## src/rtl/multicycle_sequencer.sv

```systemverilog
// multicycle_sequencer: FSM stepping RV32I instructions through fetch/decode/execute/mem/writeback
module multicycle_sequencer #(
  parameter int MEM_TIMEOUT = 16,
  parameter int CNT_W = 32
) (
  input  logic             clk,
  input  logic             rst,
  input  logic             run,
  input  logic             imem_ready,
  input  logic             dmem_ready,
  input  logic             reg_write,
  input  logic             mem_read,
  input  logic             mem_write,
  input  logic             branch,
  input  logic             jump,
  input  logic             illegal_instr,
  input  logic             branch_taken,
  output logic             imem_req,
  output logic             ir_we,
  output logic             dmem_req,
  output logic             dmem_we,
  output logic             rf_we,
  output logic             pc_we,
  output logic             pc_sel,
  output logic             retire,
  output logic [2:0]       state,
  output logic             fault,
  output logic [1:0]       fault_code,
  output logic [CNT_W-1:0] instret
);
  localparam logic [2:0] IDLE = 3'd0, FETCH = 3'd1, DECODE = 3'd2, EXECUTE = 3'd3;
  localparam logic [2:0] MEM = 3'd4, WB = 3'd5, FAULT = 3'd6;
  localparam int TW = $clog2(MEM_TIMEOUT + 1);
  logic [2:0] nxt, done_nxt;
  logic [1:0] nxt_code;
  logic [TW-1:0] tcnt;
  logic tmo, mem_op, ex_br;
  assign tmo = tcnt == TW'(MEM_TIMEOUT - 1);
  assign mem_op = mem_read | mem_write;
  assign done_nxt = run ? FETCH : IDLE;
  assign ex_br = state == EXECUTE && !mem_op && branch;
  assign imem_req = state == FETCH;
  assign ir_we = imem_req && imem_ready;
  assign dmem_req = state == MEM;
  assign dmem_we = dmem_req && mem_write;
  assign rf_we = state == WB && reg_write;
  assign retire = ex_br || (dmem_we && dmem_ready) || state == WB;
  assign pc_we = retire;
  assign pc_sel = (ex_br && branch_taken) || (state == WB && jump);
  // Next-state selection; ready in the final wait cycle takes priority over timeout
  always_comb begin
    nxt = state;
    nxt_code = fault_code;
    case (state)
      IDLE: nxt = run ? FETCH : IDLE;
      FETCH: begin
        nxt = imem_ready ? DECODE : tmo ? FAULT : FETCH;
        nxt_code = !imem_ready && tmo ? 2'b01 : fault_code;
      end
      DECODE: begin
        nxt = illegal_instr || (mem_read && mem_write) ? FAULT : EXECUTE;
        nxt_code = illegal_instr || (mem_read && mem_write) ? 2'b10 : fault_code;
      end
      EXECUTE: nxt = mem_op ? MEM : branch ? done_nxt : WB;
      MEM: begin
        nxt = dmem_ready ? (mem_write ? done_nxt : WB) : tmo ? FAULT : MEM;
        nxt_code = !dmem_ready && tmo ? 2'b11 : fault_code;
      end
      WB: nxt = done_nxt;
      FAULT: nxt = FAULT;
      default: begin
        nxt = FAULT;
        nxt_code = 2'b10;
      end
    endcase
  end
  // State, sticky fault, wait counter and retired-instruction counter
  always_ff @(posedge clk or posedge rst) begin
    if (rst) begin
      state <= IDLE;
      fault <= 1'b0;
      fault_code <= 2'b00;
      tcnt <= '0;
      instret <= '0;
    end else begin
      state <= nxt;
      fault <= nxt == FAULT;
      fault_code <= nxt_code;
      tcnt <= (imem_req && !imem_ready) || (dmem_req && !dmem_ready) ? tcnt + 1'b1 : '0;
      instret <= retire ? instret + 1'b1 : instret;
    end
  end
endmodule

```

## config.mk

```make
export PLATFORM = sky130hd
export DESIGN_NAME = multicycle_sequencer
export DESIGN_NICKNAME = d
export VERILOG_FILES = /design/src/rtl/multicycle_sequencer.sv
export SDC_FILE = /design/constraint.sdc
export NUM_CORES = 1
export LEC_CHECK = 0
export ABC_AREA = 1
export BUFFER_PORTS_ARGS = -buffer_cell sky130_fd_sc_hd__clkbuf_2
export CAP_MARGIN = 15
export CORE_UTILIZATION = 59
export CTS_CLUSTER_SIZE = 20
export DETAILED_ROUTE_END_ITERATION = 6
export MAX_ROUTING_LAYER = met4
export PLACE_DENSITY = 0.94
export SYNTH_ARGS = -nofsm -noshare
export SYNTH_HDL_FRONTEND = slang
export SYNTH_SLANG_ARGS = --single-unit
```

## constraint.sdc

```tcl
create_clock -name clk -period 3.2 [get_ports clk]
set_input_delay 0.64 -clock clk [delete_from_list [all_inputs] [get_ports clk]]
set_output_delay 0.64 -clock clk [all_outputs]
set_load 0.02 [all_outputs]
```

==> Implementation_results.wiki <==
{| class="wikitable"
! Metric !! Value
|-
| Top cells by count, synth || 151 x sky130_fd_sc_hd__nand2_1, 61 x sky130_fd_sc_hd__nor2_1, 43 x sky130_fd_sc_hd__dfrtp_1
|-
| Simple-gate area share of the yosys netlist || 0.460
|-
| Largest family of logic cells by synthesized area || simple AND/OR/NAND/NOR gates
|-
| P&R area growth vs syn || 15.1%
|-
| Total core area || 4470 µm²
|-
| Tmin final || 2.21 ns
|-
| Maximum level of the CTS H-tree || 2
|-
| Worst-case setup margin in the final layout || 0.991 ns
|-
| 1st-iter DRT viols || 145
|-
| Hold_ws || 0.407 ns
|-
| Layout Skew || 0.00633 ns
|-
| Layout Cell Area excl Fill || 3240 µm²
|-
| Number of buffer and inverter instances along the worst setup path || 2
|-
| Levels on crit path || 5
|-
| Fin. Hold Viols || 0
|-
| Async set or reset register ratio after synthesis || 1.00
|-
| #FFs+latches synth || 43
|-
| Starting density of the core || 0.629
|-
| Power per unit of standard cell area || 311 nW/µm²
|-
| Clk Latency, worst-skew pair || 0.30 ns
|-
| Syn nets || 414
|-
| Clock Path Buffers || 2
|-
| CTS root buffer || sky130_fd_sc_hd__clkbuf_8
|-
| Final nets || 474
|-
| Global placer's final weighted congestion || 0.996
|-
| Die X-Extent || 71.1 µm
|-
| Total die area || 5050 µm²
|-
| Signal arrival time at the worst endpoint || 1.57 ns
|-
| Number of antenna diodes || 0
|-
| Wire length of the first global-routing pass || 10400 µm
|-
| Series of cell instances along the critical path || inv_2 -> nand3_1 -> nor2_4 -> a32o_1 -> clkbuf_2
|-
| Static leakage || 0.00157 µW
|-
| Outcome || complete, but fails checks
|-
| Quantity of hold-fixing buffers added after cts || 0
|-
| Violations in the final reports || DRC
|-
| Setup fix buffers added after clock tree synthesis || 0
|-
| R2r setup slk || 1.43 ns
|-
| Fillers || 352
|-
| DR WL/cell || 11.9 µm
|-
| Aggregate negative setup slack || 0 ns
|-
| Routed Wire Length || 6080 µm
|-
| Crit-path max cell delay || 0.52 ns
|-
| TritonCTS sink count || 43
|-
| Multiplexer area fraction after synthesis || 0
|-
| Share of the cycle needed by the critical path after routing || 0.690
|-
| Count of mapped cells out of synthesis || 399
|-
| Number of global-route vias before repair || 2475
|-
| Xor-xnor portion of the synthesized cell area || 0.0498
|-
| Area share of fa/ha/maj cells after synthesis || 0.0133
|-
| Via density || 5.29
|-
| Placement row count || 24
|-
| Worst setup path class || reg2out
|-
| I/O pin count || 58
|-
| GR Overflow Total || 0
|-
| RSZ-0062 raised after global routing || false
|-
| Actual slew at the worst max-slew pin || 0.954 ns
|-
| Placement-stage worst setup slack || 1.00 ns
|-
| Fraction of final layout cells sized beyond drive strength 1 || 0.233
|-
| Share of the core filled with cells || 0.724
|-
| Type of origin of the critical path || register
|-
| Number of buffers added by the clock tree synthesis step || 5
|-
| Rel. slew slack || 0.360
|-
| Cell types occupying the most area after synthesis || sky130_fd_sc_hd__dfrtp_1 38%, sky130_fd_sc_hd__nand2_1 20%, sky130_fd_sc_hd__nor2_1 8.1%
|-
| Clk pin slew, worst setup/hold paths || 0.08 ns
|-
| Commonest register cell after synthesis || sky130_fd_sc_hd__dfrtp_1
|-
| Final antenna-violating net count || 0
|-
| DR DRC count || 6
|-
| Y dimension of the die || 71.1 µm
|-
| Synth Area in Compound Gates || 0.0236
|-
| CP max stage cell || sky130_fd_sc_hd__dfrtp_1
|-
| Most area-hungry cell type in the Yosys netlist || sky130_fd_sc_hd__dfrtp_1
|-
| Average footprint of a synthesized cell || 7.05 µm²
|-
| Path type of the worst min-delay path || in2async
|-
| Sequential fraction of the synthesis area || 0.382
|-
| Post-cts sizing count || 0
|-
| Cell variety after synth || 32
|-
| Number of maximum-capacitance violations || 0
|-
| Category of cells accounting for the largest share of critical-path delay || flip-flops
|-
| Worst Reg-to-Reg Cells || 7
|-
| Total standard cell area after synthesis || 2810 µm²
|-
| Final number of max-transition violations || 0
|-
| Post-synth top area share || 0.382
|-
| Total routing resource utilization after global routing || 0.271
|-
| Count of buffers from port buffering || 57
|-
| Maximum vdd ir drop || 0.000216 V
|-
| Reg2reg end || instret[4]
|-
| Setup violators final || 0
|-
| Pin count of the biggest net entering global routing || 33
|-
| Post-detailed-placement half-perimeter wirelength || 4700 µm
|-
| Antenna violations before repair || 0
|-
| Leading cell type by number of instances after synthesis || sky130_fd_sc_hd__nand2_1
|-
| Highest Clock Rate || 0.453 GHz
|-
| Total number of vias || 2708
|-
| Worst Path Required || 2.56 ns
|-
| Detailed-router iteration count before antenna repair || 7
|-
| Number of synthesized flops with an enable pin || 0
|-
| Placed Instance Area || 3120 µm²
|-
| Critical R2R Launch || state[0]
|-
| Nature of the critical path endpoint || output pin
|-
| Maximum fanout along the worst path || 9
|-
| Clock tree from TritonCTS || yes
|-
| Yosys Warn Count || 0
|}
[report_power, final]
part           switching, µW  total [µW]  internal, µW
Combinational           18.9        26.9          7.96
Clock                    184         436           252
Sequential             0.526         544           544
[registers in the layout (all words and copies together), names as in the netlist]
signal and flops:
state 3, fault_code 2, instret 32, tcnt 5, fault 1
[kinds of logic (layout without fill, tap and decap cells)]
kind of cell / after synthesis / count (layout)
AND/OR/NAND/NOR: 282 / 282
buffers and inverters: 44 / 105
flip-flops: 43 / 43
XOR/XNOR: 16 / 16
AO/OA/AOI/OAI: 11 / 11
adder cells (fa/ha/maj): 3 / 3
[worst max-delay path by stage]
stage	start	to	slack, ns
finish	state[2]	pc_sel	0.99
global route	state[2]	pc_sel	0.87
CTS	state[2]	pc_sel	0.99
detailed placement	mem_write	pc_sel	1.00
global placement	mem_write	pc_sel	1.05
floorplan	mem_write	retire	1.13
[cell type report]
cell class | count | area [µm²] | share of cell area
multi-input combinational | 312 | 1540 | 0.475
sequential | 43 | 1080 | 0.332
timing repair buffer | 59 | 300 | 0.0927
inverter | 38 | 143 | 0.0440
clock buffer | 6 | 82.6 | 0.0255
tap | 52 | 65.1 | 0.0201
clock inverter | 2 | 35.0 | 0.0108
[per-layer routing]
| metal | track usage | vias up | wire, µm |
|---|---|---|---|
| li1 | - | 1352 | - |
| met1 | 0.302 | 1241 | 2570 |
| met2 | 0.459 | 91 | 2990 |
| met3 | 0.0570 | 24 | 303 |
| met4 | 0.136 | 0 | 222 |
| met5 | - | - | 0 |
[metrics by stage]
step / total power, µW / instances
floorplan: 569 / 399
global placement: 582 / 504
detailed placement: 583 / 504
CTS: 1020 / 512
global route: 1040 / 512
finish: 1010 / 512
[layout by cell type (no fill, tap or decap), drive strengths merged, types with 3 or more instances in the layout]
master,Yosys,layout
xnor2,6,6
o21ai,5,5
nand3b,4,4
clkbuf,0,63
nand3,24,24
inv,38,37
nand4,6,6
a21oi,3,3
nor2,74,74
ha,3,3
dfrtp,43,43
xor2,10,10
nand2,168,168
No activity file was read; power rests on OpenSTA's default activity.
